**src/rtl/icache_refill_bridge_if.sv**
```systemverilog
// icache_refill_bridge_if: bundle of cache-side and memory-side signals of the refill bridge
//   master : bridge view; drives DataIn/ready/word_idx/refill_done/busy, mem_req/mem_addr, protocol_err
//            and receives IM_enable/IM_address from the cache and mem_gnt/mem_rvalid/mem_rdata from memory
//   slave  : cache controller + memory view, the mirror of master
interface icache_refill_bridge_if #(
  parameter int ADDR_W = 32,
  parameter int DATA_W = 32
);
  logic              IM_enable;
  logic [ADDR_W-1:0] IM_address;
  logic [DATA_W-1:0] DataIn;
  logic              ready;
  logic [1:0]        word_idx;
  logic              refill_done;
  logic              busy;
  logic              mem_req;
  logic [ADDR_W-1:0] mem_addr;
  logic              mem_gnt;
  logic              mem_rvalid;
  logic [DATA_W-1:0] mem_rdata;
  logic              protocol_err;
  modport master (
    input  IM_enable, IM_address, mem_gnt, mem_rvalid, mem_rdata,
    output DataIn, ready, word_idx, refill_done, busy, mem_req, mem_addr, protocol_err
  );
  modport slave (
    output IM_enable, IM_address, mem_gnt, mem_rvalid, mem_rdata,
    input  DataIn, ready, word_idx, refill_done, busy, mem_req, mem_addr, protocol_err
  );
endinterface

```
**src/rtl/icache_refill_bridge.sv**
```systemverilog
// icache_refill_bridge: fetches a 4-word instruction line, one read outstanding at a time, words 0..3 in order
//   clk : rising-edge clock
//   rst : synchronous active-low reset
//   bus : icache_refill_bridge_if.master (cache request/response + memory request/response)
module icache_refill_bridge #(
  parameter int ADDR_W     = 32,
  parameter int DATA_W     = 32,
  parameter int LINE_WORDS = 4
) (
  input logic                    clk,
  input logic                    rst,
  icache_refill_bridge_if.master bus
);
  typedef enum logic [1:0] {IDLE, REQ, WAIT, DONE} state_t;
  state_t            r_state;
  logic [1:0]        r_cnt;
  logic [ADDR_W-5:0] r_base;
  logic [DATA_W-1:0] r_data;
  logic [1:0]        r_idx;
  logic              r_ready;
  logic              r_done;
  logic              r_busy;
  logic              r_req;
  logic [ADDR_W-1:0] r_addr;
  logic              r_err;
  logic [1:0]        w_cnt_nxt;
  logic              w_last;
  logic              w_unused;
  assign w_cnt_nxt = r_cnt + 2'd1;
  assign w_last    = r_cnt == 2'(LINE_WORDS - 1);
  // byte offset within the line is irrelevant: the line is always fetched from its base
  assign w_unused  = ^bus.IM_address[3:0];
  always_ff @(posedge clk) begin
    if (!rst) begin
      r_state <= IDLE;
      r_cnt   <= '0;
      r_base  <= '0;
      r_data  <= '0;
      r_idx   <= '0;
      r_ready <= 1'b0;
      r_done  <= 1'b0;
      r_busy  <= 1'b0;
      r_req   <= 1'b0;
      r_addr  <= '0;
      r_err   <= 1'b0;
    end else begin
      r_ready <= 1'b0;
      r_done  <= 1'b0;
      // a response is only legal while a read is outstanding; anything else is dropped and flagged
      if (bus.mem_rvalid && r_state != WAIT) r_err <= 1'b1;
      case (r_state)
        IDLE: if (bus.IM_enable) begin
          r_base  <= bus.IM_address[ADDR_W-1:4];
          r_cnt   <= '0;
          r_addr  <= {bus.IM_address[ADDR_W-1:4], 4'b0000};
          r_req   <= 1'b1;
          r_busy  <= 1'b1;
          r_state <= REQ;
        end
        REQ: if (bus.mem_gnt) begin
          r_req   <= 1'b0;
          r_state <= WAIT;
        end
        WAIT: if (bus.mem_rvalid) begin
          r_data  <= bus.mem_rdata;
          r_idx   <= r_cnt;
          r_ready <= 1'b1;
          if (w_last) begin
            r_cnt   <= '0;
            r_state <= DONE;
          end else begin
            r_cnt   <= w_cnt_nxt;
            r_addr  <= {r_base, w_cnt_nxt, 2'b00};
            r_req   <= 1'b1;
            r_state <= REQ;
          end
        end
        DONE: begin
          r_done  <= 1'b1;
          r_busy  <= 1'b0;
          r_state <= IDLE;
        end
        default: r_state <= IDLE;
      endcase
    end
  end
  assign bus.DataIn       = r_data;
  assign bus.ready        = r_ready;
  assign bus.word_idx     = r_idx;
  assign bus.refill_done  = r_done;
  assign bus.busy         = r_busy;
  assign bus.mem_req      = r_req;
  assign bus.mem_addr     = r_addr;
  assign bus.protocol_err = r_err;
endmodule

```
**src/flat_wrapper.sv**
```systemverilog
// flat-port wrapper written by rule: the top's interface ports become plain ports
module icache_refill_bridge_flat 
#(
  parameter int ADDR_W     = 32,
  parameter int DATA_W     = 32,
  parameter int LINE_WORDS = 4
)
  (clk, rst, bus_IM_enable, bus_IM_address, bus_mem_gnt, bus_mem_rvalid, bus_mem_rdata, bus_DataIn, bus_ready, bus_word_idx, bus_refill_done, bus_busy, bus_mem_req, bus_mem_addr, bus_protocol_err);
  icache_refill_bridge_if #(.ADDR_W(ADDR_W), .DATA_W(DATA_W)) bus_i ();
  input logic clk;
  input logic rst;
  input wire logic [$bits(bus_i.IM_enable)-1:0] bus_IM_enable;
  input wire logic [$bits(bus_i.IM_address)-1:0] bus_IM_address;
  input wire logic [$bits(bus_i.mem_gnt)-1:0] bus_mem_gnt;
  input wire logic [$bits(bus_i.mem_rvalid)-1:0] bus_mem_rvalid;
  input wire logic [$bits(bus_i.mem_rdata)-1:0] bus_mem_rdata;
  output wire logic [$bits(bus_i.DataIn)-1:0] bus_DataIn;
  output wire logic [$bits(bus_i.ready)-1:0] bus_ready;
  output wire logic [$bits(bus_i.word_idx)-1:0] bus_word_idx;
  output wire logic [$bits(bus_i.refill_done)-1:0] bus_refill_done;
  output wire logic [$bits(bus_i.busy)-1:0] bus_busy;
  output wire logic [$bits(bus_i.mem_req)-1:0] bus_mem_req;
  output wire logic [$bits(bus_i.mem_addr)-1:0] bus_mem_addr;
  output wire logic [$bits(bus_i.protocol_err)-1:0] bus_protocol_err;
  assign bus_i.IM_enable = bus_IM_enable;
  assign bus_i.IM_address = bus_IM_address;
  assign bus_i.mem_gnt = bus_mem_gnt;
  assign bus_i.mem_rvalid = bus_mem_rvalid;
  assign bus_i.mem_rdata = bus_mem_rdata;
  assign bus_DataIn = bus_i.DataIn;
  assign bus_ready = bus_i.ready;
  assign bus_word_idx = bus_i.word_idx;
  assign bus_refill_done = bus_i.refill_done;
  assign bus_busy = bus_i.busy;
  assign bus_mem_req = bus_i.mem_req;
  assign bus_mem_addr = bus_i.mem_addr;
  assign bus_protocol_err = bus_i.protocol_err;
  icache_refill_bridge #(.ADDR_W(ADDR_W), .DATA_W(DATA_W), .LINE_WORDS(LINE_WORDS)) u_core (.clk(clk), .rst(rst), .bus(bus_i));
endmodule
```
**config.mk**
```make
export PLATFORM = sky130hd
export DESIGN_NAME = icache_refill_bridge_flat
export DESIGN_NICKNAME = d
export VERILOG_FILES = /design/src/rtl/icache_refill_bridge_if.sv /design/src/rtl/icache_refill_bridge.sv /design/src/flat_wrapper.sv
export SDC_FILE = /design/constraint.sdc
export NUM_CORES = 1
export LEC_CHECK = 0
export CAP_MARGIN = 15
export CORE_ASPECT_RATIO = 0.75
export CORE_MARGIN = 4
export CORE_UTILIZATION = 38
export DETAILED_ROUTE_END_ITERATION = 8
export GPL_ROUTABILITY_DRIVEN = 0
export GPL_TIMING_DRIVEN = 0
export PLACE_DENSITY = 0.71
export SYNTH_ARGS = -nofsm -noshare
export SYNTH_HDL_FRONTEND = slang
export SYNTH_SLANG_ARGS = --single-unit
```
**constraint.sdc**
```tcl
create_clock -name clk -period 1.5 [get_ports clk]
set_input_delay 0.15 -clock clk [delete_from_list [all_inputs] [get_ports clk]]
set_output_delay 0.15 -clock clk [all_outputs]
set_load 0.02 [all_outputs]
```
======== Word-level counts from Yosys, hierarchy flattened ========
Index checks and enable logic that the tools add are counted.
storage, ports and cells
  bits in registers ....................... 103
  memories kept ........................... 0
  memory bits (read-only) ................. 0
  latch bits .............................. 0
  RAM bits ................................ 0
operators by class
  $mul .................................... 0
  bitwise logic cells ..................... 0
  shift operators ......................... 0
  $lt $le $gt $ge ......................... 0
  eq/ne operators ......................... 9
  reduce and logical (&&, ||, !) cells .... 13
  div/mod/pow operators ................... 0
  multiplexer cells ....................... 21
  $add $sub $neg .......................... 1
operator list
  cell                                                                    count
  32-bit 2-to-1 mux                                                       3
  32-bit one-hot mux with 2 select lines                                  1
  2-bit 2-to-1 mux                                                        7
  2-bit != test (second input constant)                                   5
  2-bit one-hot mux with 4 select lines                                   1
  2-bit AND reduction                                                     4
  2-bit equality test (second input constant)                             3
  1-bit 2-to-1 mux                                                        6
  3-bit AND reduction                                                     2
  5-bit AND reduction                                                     1
  2-bit one-hot mux with 2 select lines                                   1
  4-bit AND reduction                                                     1
  2-bit nonzero test                                                      2
  1-bit one-hot mux with 3 select lines                                   1
  3-bit nonzero test                                                      1
  2-bit by 1-bit adder with 2-bit output (second input constant)          1
  2-bit by 1-bit equality test with 1-bit output (second input constant)  1
  2-bit zero test                                                         1
  1-bit one-hot mux with 2 select lines                                   1
  1-bit logical AND                                                       1

======== Longest topological paths before layout ========
Gate-level depths: netlist of run 1.
  word-level depth ........................ 4
  depth in mapped cells ................... 6

======== Least setup slack after synthesis of run 1 ========
OpenSTA, ideal clock, no wires.
  kind .................................... register to register
  start point ............................. reg u_core.r_cnt[0]
  end point ............................... reg u_core.r_addr[22] (netlist: u_core.bus.mem_addr[22])
  setup slack ............................. -41 ps
  setup time .............................. 116 ps
  period minus slack after synthesis ...... 1,541 ps
  stages on the path, launching flop included .. 7
  arrival ................................. 1,425 ps
  cell sequence ........................... dfxtp_1 ha_1 and4bb_4 or2_1 buf_6 buf_6 o211a_1
on the way
  longest elaborated chain between the ends .. 3
ends and longest elaborated chain
  item                                  RTL line                    text
  start, declared                       icache_refill_bridge.sv:16  logic [1:0] r_cnt;
  start signal, assigned                icache_refill_bridge.sv:72  r_cnt <= w_cnt_nxt;
  2-bit equality test                   icache_refill_bridge.sv:30  assign w_last = r_cnt == 2'(LINE_WORDS - 1);
  2-bit != test (no source line)        -
  4-bit AND reduction (no source line)  -
  end signal, assigned                  icache_refill_bridge.sv:55  r_addr <= {bus.IM_address[ADDR_W-1:4], 4'b0000};
  end signal, assigned                  icache_refill_bridge.sv:73  r_addr <= {r_base, w_cnt_nxt, 2'b00};
  end, declared                         icache_refill_bridge.sv:24  logic [ADDR_W-1:0] r_addr;
Every way passes these cells.
A chain may end at the register's enable or synchronous reset.

======== Worst setup path after layout of run 1 ========
  start point ............................. reg u_core.r_state[0]
  end point ............................... reg u_core.r_addr[28] (netlist: u_core.bus.mem_addr[28])
on the way
  longest elaborated chain between the ends .. 3
ends and longest elaborated chain
  item                                                                         RTL line                    text
  start, declared                                                              icache_refill_bridge.sv:15  state_t r_state;
  start signal, assigned                                                       icache_refill_bridge.sv:35  r_state <= IDLE;
  start signal, assigned                                                       icache_refill_bridge.sv:58  r_state <= REQ;
  start signal, assigned                                                       icache_refill_bridge.sv:62  r_state <= WAIT;
  2-bit equality test / 2-bit zero test (equally long branches)                icache_refill_bridge.sv:51  case (r_state)
  2-bit != test (no source line) / 2-bit nonzero test (equally long branches)  -
  4-bit AND reduction (no source line)                                         -
Parallel ways exist; a longest one is shown, timed or not.

==> impl_metrics.toml, run 1 <==
[status]
status = "finished, violations left"
violations = "setup timing"

[detailed_routing]
routed_wl_mm = 11.42
first_iter_violations = 187
antenna_left = 0
drc = 0
first_pass_iters = 5
wire_per_inst_um = 15.43
avgViaCountPerCell = 4.988
vias = 3691

[worst_setup_path]
rr_worst_depth = 5
worstPathCellList = "and4bb_4, or2_4, buf_6, buf_8, o211a_1"
timing.rr.start = "u_core.r_state[0]$_SDFFE_PN0P_"
critPathMaxStageDelay_ps = 410
cp-end-kind = "register"
required_ps = 1730
rrSetupSlack_ps = -20
startpoint = "u_core.r_state[0]$_SDFFE_PN0P_"
startpoint_type = "register"
arrival_ps = 1760
path_max_fanout = 10
reg2reg_to = "u_core.bus.mem_addr[28]$_SDFFE_PN0P_"
setup.worst_path.class = "reg2reg"
critPathSlowestCell = "dfxtp_1"

[sta]
fin_skew_ps = 8.741
slew_viol_final = 0
relSlewSlack_pct = 63.47
fin_crit_ps = 1523
fmax_mhz = 656.7
rsz0062_at_grt = "yes"
whs_ps = 226.6
worst_pin_slew_ps = 547.9
fin_ws_ps = -22.69
fin_crit_sh_pct = 101.5
hold_viol_final = 0
finalSetupViolations = 11

[floorplanning]
coreArea_mm2 = 0.01049
ios = 140
dieArea_mm2 = 0.01268
start_util_pct = 39.56
dieWidth_um = 128.7
rows = 32
die-height_um = 98.51

[synthesis]
avgSynthCellArea_um2 = 9.202
synth_ff_type = "dfxtp_1"
synth_area_leader_cell = "dfxtp_1"
synth_commonest_cells = "nand2_1 (128), dfxtp_1 (101), a21boi_0 (52), o21ai_0 (29)"
synth.top_cell.area_share_pct = 48.72
yosysMostFrequentCell = "nand2_1"
seq_area_frac_synth_pct = 48.72
synth.distinct_cells = 35
syn_inst = 451
yosys_register_bits = 101
ys_warn_count = 0
async_flop_share_pct = 0
synth_area_leaders = "dfxtp_1 (49%), nand2_1 (12%), a21boi_0 (9.4%)"
synth_edf_count = 0
syn_area_mm2 = 0.004150

[final_layout]
area_growth_pct = 46.79
fill_cells = 918
postLayoutCellArea_mm2 = 0.006092
nNetsFinal = 670
diodes = 0
drive_above_1_share_pct = 9.437

[pwr]
p_leak_nw = 2.576
power.density_mw_per_mm2 = 1012
ir_drop_v = 0.0006021
p_total_w = 0.006166

[job]
cap_viol_max_count = 0

[hold_path]
hold_start = "rst"
min_path_cells = 2
hold_end = "u_core.r_base[26]$_SDFFE_PN0P_"
hold_class = "in2reg"

[cts]
clock_sink_count = 101
cts_buffer_depth = 2
cts-root-buf = "clkbuf_16"
clock_latency_ps = 340
numCtsBuffers = 9
clk_pin_slew_ps = 70
htree_num_levels = 3
hold_buffers = 0
cts_tree = "done"

[placed_design]
numPortBuffers = 132
hpwl_mm = 8.279
place_area_mm2 = 0.005660

[grt]
grt_usage_pct = 18.14
grt_pass1_wl_mm = 18.53
overflow = 0
antenna_found_initial = 0
grt_pass1_vias = 3742
grt_max_degree = 16
[power by group]
group | switching (W) | internal, W | leakage, nW | total, W
clock network | 0.00100 | 0.00116 | 0.127 | 0.00216
logic | 0.000510 | 0.000578 | 1.62 | 0.00109
registers | 0.0000856 | 0.00284 | 0.828 | 0.00292
[kinds of logic (layout without fill, tap and decap cells)]
family                   Yosys count  in the layout  share of synthesized area, %
adder cells (fa/ha/maj)            1              1                        0.3014
other                              1              2                       0.09036
flip-flops                       101            101                         48.72
AND/OR/NAND/NOR                  150            150                         15.65
buffers and inverters             42            194                         5.426
AO/OA/AOI/OAI                    128            128                         23.06
multiplexers                      28             28                         6.753
[how the worst max path moves through the flow]
stage | end | cells after the start
after global placement | u_core.bus.mem_addr[5]$_SDFFE_PN0P_ | 5
after detailed placement | u_core.bus.mem_addr[5]$_SDFFE_PN0P_ | 5
after CTS | u_core.bus.mem_addr[28]$_SDFFE_PN0P_ | 6
after floorplan | u_core.bus.mem_addr[22]$_SDFFE_PN0P_ | 6
final | u_core.bus.mem_addr[28]$_SDFFE_PN0P_ | 5
after global routing | u_core.bus.mem_addr[25]$_SDFFE_PN0P_ | 6
[what timing repair did]
action | in CTS | in global routing
gates cloned | 0 | 0
buffers inserted | 5 | 0
gates resized for setup | 13 | 35
pin swaps | 3 | 0
endpoints found under the setup margin | 63 | 92
[sequential cells by signal, summed over array words and instances (netlist names)]
name                     cells
u_core.bus.DataIn           32
u_core.bus.mem_addr         30
u_core.r_base               28
u_core.bus.word_idx          2
u_core.r_cnt                 2
u_core.r_state               2
u_core.bus.busy              1
u_core.bus.mem_req           1
u_core.bus.protocol_err      1
u_core.bus.ready             1
u_core.bus.refill_done       1
[placed cells by master, fill, tap and decap left out, types with 4 or more instances in the layout]
| cell | Yosys | routed |
|---|---|---|
| buf_6 | 3 | 5 |
| o21ai_0 | 29 | 29 |
| mux2i_1 | 28 | 28 |
| o211a_1 | 28 | 28 |
| nand3b_1 | 4 | 4 |
| clkbuf_1 | 18 | 12 |
| dfxtp_1 | 101 | 99 |
| clkbuf_4 | 0 | 4 |
| nand2_1 | 128 | 128 |
| clkbuf_16 | 0 | 9 |
| a21boi_1 | 12 | 12 |
| a21boi_0 | 52 | 52 |
| buf_4 | 8 | 16 |
| clkdlybuf4s50_1 | 0 | 122 |
| clkbuf_2 | 0 | 4 |
| dlymetal6s2s_1 | 0 | 10 |
[metal layers]
layer / GRT usage (%) / vias up / wire length, um
li1: - / 1831 / -
met3: 7.151 / 13 / 1121
met1: 23.24 / 1705 / 5132
met5: 0 / - / 0
met4: 5.004 / 0 / 142
met2: 28.46 / 142 / 5019
[critical path: cells and delay by family (launching register included)]
kind,cells,cell delay (ps)
simple gates,2,530
compound gates,1,200
buf+inv,2,280
flops,1,410
[stage by stage]
stage	setup WS (ps)	TNS [ps]	utilization [%]	cells
3_3_place_gp	-358.9	-17500	53.96	720
5_1_grt	-80.91	-1102	58.07	740
6_report	-22.69	-163.0	58.07	740
2_1_floorplan	21.20	0	-	452
4_1_cts	-31.21	-306.8	57.43	740
3_5_place_dp	-373.7	-21390	53.96	720
[area by class of cell]
class,instances,area [um^2],area share (%)
Inverter,1,3.754,0.06161
Buffer,41,275.3,4.518
Multi-Input combinational cell,309,1939,31.83
Sequential cell,101,2027,33.27
Tap cell,136,170.2,2.793
Timing Repair Buffer,137,1409,23.13
Clock buffer,11,242.7,3.984
Clock inverter,4,25.02,0.4108
(Power assumes the default switching activity.)
==> inputs of run 2 (changes only) <==
--- a/config.mk
+++ b/config.mk
@@ -9,6 +9,7 @@
 export CORE_ASPECT_RATIO = 0.75
 export CORE_MARGIN = 4
 export CORE_UTILIZATION = 38
+export CTS_CLUSTER_SIZE = 14
 export DETAILED_ROUTE_END_ITERATION = 8
 export GPL_ROUTABILITY_DRIVEN = 0
 export GPL_TIMING_DRIVEN = 0
==> results of run 2 <==
The final DEF is identical to that of run 1; final timing and power are the same.
